==> src/rtl/topk_pkg.sv <==
// topk_pkg: constants shared by the top-k input packer and the bitonic sorter stages.
//   FP32_POS_INF / FP32_NEG_INF : fp32 infinities used as pad words
//   topk_pad(ascending)         : pad word that sorts to the tail for the given direction
package topk_pkg;

    localparam logic [31:0] FP32_POS_INF = 32'h7F800000;
    localparam logic [31:0] FP32_NEG_INF = 32'hFF800000;

    function automatic logic [31:0] topk_pad(input logic ascending);
        return ascending ? FP32_POS_INF : FP32_NEG_INF;
    endfunction

endpackage

==> src/rtl/topk_input_packer.sv <==
// topk_input_packer: packs a scalar fp32 stream into 2**LOG_INPUT_NUM-lane vectors for the
// bitonic sorter. Frames closed early by s_last are padded with an infinity that sorts last.
// Ports:
//   clk, rst                   clock, asynchronous active-high reset
//   s_valid/s_ready/s_data     scalar input stream
//   s_last                     input word closes the current frame
//   o_valid/o_ready            output vector handshake
//   y                          packed vector, lane i at [DATA_WIDTH*(i+1)-1 : DATA_WIDTH*i]
//   o_count                    number of real (non-pad) lanes, 1..N
//   o_last                     vector was closed by s_last
module topk_input_packer
    import topk_pkg::*;
#(
    parameter int unsigned LOG_INPUT_NUM = 4,
    parameter int unsigned DATA_WIDTH    = 32,
    parameter bit          ASCENDING     = 1'b1
) (
    input  logic                                      clk,
    input  logic                                      rst,
    input  logic                                      s_valid,
    input  logic [DATA_WIDTH-1:0]                     s_data,
    input  logic                                      s_last,
    output logic                                      s_ready,
    output logic                                      o_valid,
    input  logic                                      o_ready,
    output logic [DATA_WIDTH*(2**LOG_INPUT_NUM)-1:0]  y,
    output logic [LOG_INPUT_NUM:0]                    o_count,
    output logic                                      o_last
);

    localparam int unsigned N = 2 ** LOG_INPUT_NUM;
    localparam logic [DATA_WIDTH-1:0] Pad = DATA_WIDTH'(topk_pad(ASCENDING));

    // Assembly register and its bookkeeping
    logic [DATA_WIDTH-1:0]    a_q [N];
    logic [DATA_WIDTH-1:0]    a_d [N];
    logic [LOG_INPUT_NUM-1:0] c_q, c_d;
    logic                     a_full_q, a_full_d;
    logic [LOG_INPUT_NUM:0]   a_cnt_q, a_cnt_d;
    logic                     a_last_q, a_last_d;

    // Output register
    logic [DATA_WIDTH-1:0]    y_q [N];
    logic                     o_valid_q;
    logic [LOG_INPUT_NUM:0]   o_count_q;
    logic                     o_last_q;

    logic [DATA_WIDTH-1:0]    merged [N];
    logic [N-1:0]             lane_we;

    logic y_free;
    logic accept;
    logic complete;
    logic load_y_from_a;
    logic load_y_direct;
    logic store_a;
    logic [LOG_INPUT_NUM:0] c_plus1;

    always_comb begin
        y_free        = !o_valid_q | o_ready;
        s_ready       = !rst & (!a_full_q | y_free);
        accept        = s_valid & s_ready;
        complete      = accept & ((&c_q) | s_last);
        load_y_from_a = a_full_q & y_free;
        // A pending A vector has priority on Y; a completing word that cycle goes to A instead.
        load_y_direct = complete & !a_full_q & y_free;
        store_a       = complete & !load_y_direct;
        c_plus1       = {1'b0, c_q} + 1'b1;
    end

    // Per-lane write-enable decode and pad mask. c_q is always 0 while a_full_q is set, so
    // an accept alongside the A->Y transfer naturally starts a fresh vector at lane 0.
    for (genvar i = 0; i < N; i++) begin : g_lane
        localparam logic [LOG_INPUT_NUM-1:0] Idx = LOG_INPUT_NUM'(i);

        assign lane_we[i] = accept & (c_q == Idx);
        assign merged[i]  = (Idx < c_q)  ? a_q[i] :
                            (Idx == c_q) ? s_data : Pad;
        assign a_d[i]     = store_a    ? merged[i] :
                            lane_we[i] ? s_data    : a_q[i];
        assign y[DATA_WIDTH*i +: DATA_WIDTH] = y_q[i];
    end

    always_comb begin
        c_d      = c_q;
        a_full_d = a_full_q;
        a_cnt_d  = a_cnt_q;
        a_last_d = a_last_q;
        if (complete) begin
            c_d = '0;
        end else if (accept) begin
            c_d = c_q + 1'b1;
        end
        if (store_a) begin
            a_full_d = 1'b1;
            a_cnt_d  = c_plus1;
            a_last_d = s_last;
        end else if (load_y_from_a) begin
            a_full_d = 1'b0;
        end
    end

    always_ff @(posedge clk or posedge rst) begin
        if (rst) begin
            for (int i = 0; i < N; i++) begin
                a_q[i] <= '0;
                y_q[i] <= '0;
            end
            c_q       <= '0;
            a_full_q  <= 1'b0;
            a_cnt_q   <= '0;
            a_last_q  <= 1'b0;
            o_valid_q <= 1'b0;
            o_count_q <= '0;
            o_last_q  <= 1'b0;
        end else begin
            a_q      <= a_d;
            c_q      <= c_d;
            a_full_q <= a_full_d;
            a_cnt_q  <= a_cnt_d;
            a_last_q <= a_last_d;
            if (load_y_from_a) begin
                y_q       <= a_q;
                o_count_q <= a_cnt_q;
                o_last_q  <= a_last_q;
                o_valid_q <= 1'b1;
            end else if (load_y_direct) begin
                y_q       <= merged;
                o_count_q <= c_plus1;
                o_last_q  <= s_last;
                o_valid_q <= 1'b1;
            end else if (o_ready) begin
                o_valid_q <= 1'b0;
            end
        end
    end

    assign o_valid = o_valid_q;
    assign o_count = o_count_q;
    assign o_last  = o_last_q;

endmodule

==> config.mk <==
export PLATFORM = sky130hd
export DESIGN_NAME = topk_input_packer
export DESIGN_NICKNAME = d
export VERILOG_FILES = /design/src/rtl/topk_pkg.sv /design/src/rtl/topk_input_packer.sv
export SDC_FILE = /design/constraint.sdc
export NUM_CORES = 2
export LEC_CHECK = 0
export BUFFER_PORTS_ARGS = -buffer_cell sky130_fd_sc_hd__clkbuf_2
export CORE_MARGIN = 10
export CORE_UTILIZATION = 30
export CTS_CLUSTER_SIZE = 16
export DETAILED_ROUTE_END_ITERATION = 7
export GPL_TIMING_DRIVEN = 1
export PLACE_DENSITY_LB_ADDON = 0.05
export SLEW_MARGIN = 20
export SYNTH_ARGS = -nofsm -noshare
export SYNTH_HDL_FRONTEND = slang
export SYNTH_SLANG_ARGS = --single-unit
==> constraint.sdc <==
create_clock -name clk -period 34.6 [get_ports clk]
set_input_delay 3.46 -clock clk [delete_from_list [all_inputs] [get_ports clk]]
set_output_delay 3.46 -clock clk [all_outputs]
set_load 0.005 [all_outputs]
* Yosys cells after proc, flatten, opt, wreduce, memory -nomap -nowiden
Cells that the tools add are included.
** Word-level totals
- Logic and storage cells :: 216
- Register bits :: 1042
- Output and inout bits :: 520
- Input port bits :: 37
** Operators by class
- Mux-type cells :: 77
- Reductions and logical operators :: 26
- Add/sub/neg operators :: 2
- Bitwise operators :: 26
- Magnitude comparators :: 16
- Eq/ne operators :: 30
** Operators with widths (count)
- two-way mux 32 bit :: 64
- two-way mux 512 bit :: 2
- nonzero test 2 bit :: 19
- equality test 4 bit (first input constant) :: 8
- equality test 4 bit (second input constant) :: 8
- < comparator 4 bit (first input constant) :: 8
- bitwise AND 1 bit :: 23
- equality test 3 x 4 -> 1 bit (first input constant) :: 4
- equality test 4 x 3 -> 1 bit (second input constant) :: 4
- < comparator 3 x 4 -> 1 bit (first input constant) :: 4
- two-way mux 5 bit :: 2
- equality test 2 x 4 -> 1 bit (first input constant) :: 2
- equality test 4 x 2 -> 1 bit (second input constant) :: 2
- < comparator 1 x 4 -> 1 bit (first input constant) :: 2
- < comparator 2 x 4 -> 1 bit (first input constant) :: 2
- two-way mux 4 bit :: 2
- two-way mux 1 bit :: 7
- adder 4 x 1 -> 5 bit (second input constant) :: 1
- adder 4 x 1 -> 4 bit (second input constant) :: 1
- equality test 1 x 4 -> 1 bit (first input constant) :: 1
- equality test 4 x 1 -> 1 bit (second input constant) :: 1
- logical NOT 1 bit :: 4
- logical NOT 4 bit :: 1
- AND reduction 4 bit :: 1
- other kinds (2) :: 4

* Logic depth before layout (Yosys ltp)
- Depth in word-level cells :: 11
- Gate-level depth with buffers :: 10
- Gate-level depth less buffers :: 7

* Worst setup path before layout
OpenSTA, ideal clock, no wires.
- Path kind :: input port to output port
- From :: in o_ready
- To :: out s_ready
- Data arrival time :: 3847 ps
- Slack :: 27293 ps
- Buffers on the path :: 1
- Stages :: 3
- Data required time :: 31140 ps
- Path through :: and3b_1 > buf_2 > nor2_1
** Between the ends
- Cells in the longest elaborated chain, start to end :: 3
** Ends and longest elaborated chain
- start: declaration :: RTL line topk_input_packer.sv:25 : input logic o_ready,
- OR 1 bit :: RTL line topk_input_packer.sv:60 : y_free = !o_valid_q | o_ready;
- OR 1 bit :: RTL line topk_input_packer.sv:61 : s_ready = !rst & (!a_full_q | y_free);
- bitwise AND 1 bit :: RTL line topk_input_packer.sv:61
- end: declaration :: RTL line topk_input_packer.sv:23 : output logic s_ready,
Every way passes these cells.

* Final worst setup path
Same ends and word-level chain as after synthesis.

==> results_dict.tcl <==
set metrics [dict create \
    syn_area_per_cell_um2 10.5 \
    fmax_ghz 0.130 \
    clock_path_buffers 3 \
    gp_congestion 0.751 \
    die-area_um2 160000 \
    hold_violations 0 \
    yosysUniqueCellTypes 51 \
    synthArstFlopShare_pct 100 \
    drcViolationCount 0 \
    grt-ovfl-total 0 \
    synthFlopType "dfrtp_1" \
    seqPwrFrac_pct 46.0 \
    clock_power_share_pct 35.0 \
    worstPathRequired_ns 31.14 \
    cts_buffers 121 \
    rows 139 \
    dp_hpwl_mm 113 \
    rsz0062_at_grt "no" \
    synth_edf_count 0 \
    ant_nets 0 \
    numPortBuffers 556 \
    cp-start-kind "input pin" \
    fin_cells 6491 \
    grt_max_degree 237 \
    nets 4522 \
    ys_seq_area_share_pct 60.3 \
    cts_tree "yes" \
    worst_hold_startpoint "a_q[27]$_DFFE_PP0P_" \
    power.density_nw_per_um2 73.5 \
    critPathKind "in -> out" \
    routedWlPerCell_um 27.8 \
    grt_pass1_vias 34884 \
    core_um2 143000 \
    min_period_over_period_pct 22.3 \
    areaGrowthSynthToFinish_pct 20.2 \
    whs_ns 0.473 \
    synthTopCellsByArea "dfrtp_1 (60%), nor2_1 (6.5%), a22o_1 (6.3%), a221oi_1 (5.9%), nand2_1 (3.3%)" \
    initial_utilization_pct 30.1 \
    via_per_inst 5.37 \
    tns_ns 0 \
    wl_mm 180 \
    finalMaxSlewViolations 0 \
    place_inst 6260 \
    cts.repair.resized 0 \
    holdPathStages 2 \
    final_area_um2 52000 \
    synth-seq-cells 1042 \
    grt_pass1_wl_mm 261 \
    power.switching_mw 1.17 \
    r2r_setup_slack_ns 29.91 \
    r2r-end "y[509]$_DFFE_PP0P_" \
    fin_crit_ns 7.72 \
    r2r-start "a_full_q$_DFFE_PP0P_" \
    arrival_ns 4.26 \
    die_x_um 400 \
    status "finished, final reports clean" \
    p_int_mw 2.65 \
    cp_max_fo 6 \
    postCtsHoldBufs 0 \
    holdPathEnd "a_q[27]$_DFFE_PP0P_" \
    cts_root_buf "clkbuf_16" \
    drtIter0Drc 2928 \
    setup_viol 0 \
    clkTransAtPathRegs_ns 0.06 \
    cts_setup_buffers 0 \
    n_fill_cell 14594 \
    switching_share_pct 30.7 \
    vias 34831 \
    combPwrFrac_pct 19.0 \
    maxSlewHeadroom_pct 20.8 \
    hold_class "reg -> reg" \
    yosysTopAreaCellShare_pct 60.3 \
    ios 557 \
    r2r_cells 7 \
    worst_ir_drop_vdd_mv 0.0421 \
    worstMarginPinSlew_ns 1.19 \
    total_power_mw 3.82 \
    grt_usage_pct 21.9 \
    placed_area_um2 47800 \
    clk_latency_ns 0.75 \
    synthCells 4114 \
    die_height_um 400 \
    cts.sinks 1042 \
    syn_area_um2 43200 \
    cellLeakagePower_nw 23.7 \
    synthesis.nets 4155 \
    layout-drive-gt1-share_pct 21.0 \
    drt_first_pass_iters 6 \
    ys.warnings.count 0 \
    fin_skew_ns 0.0236 \
    antenna_found_initial 5 \
    max_cap_viol_count 0 \
    cp-end-kind "output port" \
    cts-htree-levels 3 \
    yosysTopAreaCell "dfrtp_1" \
]
[worst max-delay path, stage by stage]
cell and delay, ns:
clkbuf_2 0.09, and3b_1 0.49, nor2_1 0.08, clkbuf_2 0.13
[through the flow]
step           utilization, %  worst slack, ns
2_1_floorplan               -             1.81
3_3_place_gp             33.3            25.98
3_5_place_dp             33.3            26.03
4_1_cts                  36.2            26.84
5_1_grt                  36.2            26.36
6_report                 36.2            26.88
[cell usage after synthesis (3+ instances only)]
cell type  instances
a21o_1             4
a21oi_1          115
a221oi_1         289
a22o_1           312
a22oi_1            3
a2bb2oi_1         24
a31oi_1           77
and2_1             9
and3_1             4
buf_1              8
buf_2             74
buf_4              3
buf_6              4
clkbuf_1         337
dfrtp_1         1042
ha_1               4
inv_1             11
mux2_2            37
mux2i_1           78
nand2_1          384
nand2b_1          12
nand3_1          106
nor2_1           754
nor2b_1           12
nor3_1             8
nor3_2             5
nor4_1             8
o211ai_1          13
o21ai_0          194
o21ai_1            7
o22a_1            51
o22ai_1           81
o31ai_1            8
or2_2              5
or3_1              9
[logic make-up after synthesis]
logic type	share of synthesized area [%]
and+or+nand+nor	12.2
AOI/OAI and AO/OA	20.4
DFF	60.3
buffers and inverters	4.11
muxes	2.77
adders and majority gates	0.116
xor gates and xnor gates	0.0405
[flip-flops by register name (all words and copies together) (netlist names)]
| register | cells |
|---|---|
| a_q | 512 |
| y | 512 |
| a_cnt_q | 5 |
| o_count | 5 |
| c_q | 4 |
| a_full_q | 1 |
| a_last_q | 1 |
| o_last | 1 |
| o_valid | 1 |
[cell usage in the layout (no fill, tap or decap), types with 32 or more instances in the layout]
cell type | netlist | routed
clkbuf_16 | 0 | 123
a31oi_1 | 77 | 76
nand2_1 | 384 | 380
clkbuf_1 | 337 | 35
nand3_1 | 106 | 105
mux2_2 | 37 | 37
a21oi_1 | 115 | 111
o22ai_1 | 81 | 81
o21ai_0 | 194 | 194
clkbuf_8 | 0 | 32
buf_4 | 3 | 109
o22a_1 | 51 | 51
nor2_1 | 754 | 736
a22o_1 | 312 | 312
clkbuf_2 | 0 | 556
a221oi_1 | 289 | 289
mux2i_1 | 78 | 78
dfrtp_1 | 1042 | 1041
[layer usage]
metal	global-route usage, %	up-vias	routed length [µm]
met4	5.65	2	4220
met2	35.3	980	85200
met3	3.79	210	10100
met5	0	-	16
met1	30.4	18087	80800
li1	-	15552	-
[power groups by stage]
stage                     registers [mW]  logic, mW  clock network, mW
after global placement              1.78      0.735                  0
after global routing                1.80      0.820               1.42
after CTS                           1.76      0.747               1.37
after detailed placement            1.78      0.745                  0
after floorplan                     1.71      0.401                  0
final                               1.76      0.726               1.34
[area by class of cell]
| class | instances | area (µm²) | share of cell area [%] |
|---|---|---|---|
| Sequential cell | 1042 | 26100 | 50.2 |
| Multi-Input combinational cell | 2634 | 15600 | 30.0 |
| Timing Repair Buffer | 670 | 3700 | 7.12 |
| Clock buffer | 190 | 3650 | 7.02 |
| Tap cell | 1903 | 2380 | 4.58 |
| Clock inverter | 39 | 504 | 0.970 |
| Inverter | 12 | 52.6 | 0.101 |
| Antenna cell | 1 | 2.50 | 0.00481 |
[how the worst max path moves through the flow]
stage	end	start	cells past startpoint	slack [ns]
floorplan	a_cnt_q[0]$_DFFE_PP0P_	rst	1	1.81
detailed placement	a_q[302]$_DFFE_PP0P_	rst	7	26.03
finish	s_ready	o_ready	4	26.88
global placement	a_q[302]$_DFFE_PP0P_	rst	7	25.98
global route	y[212]$_DFFE_PP0P_	rst	7	26.36
CTS	a_q[306]$_DFFE_PP0P_	rst	7	26.84
(Power assumes the default switching activity.)
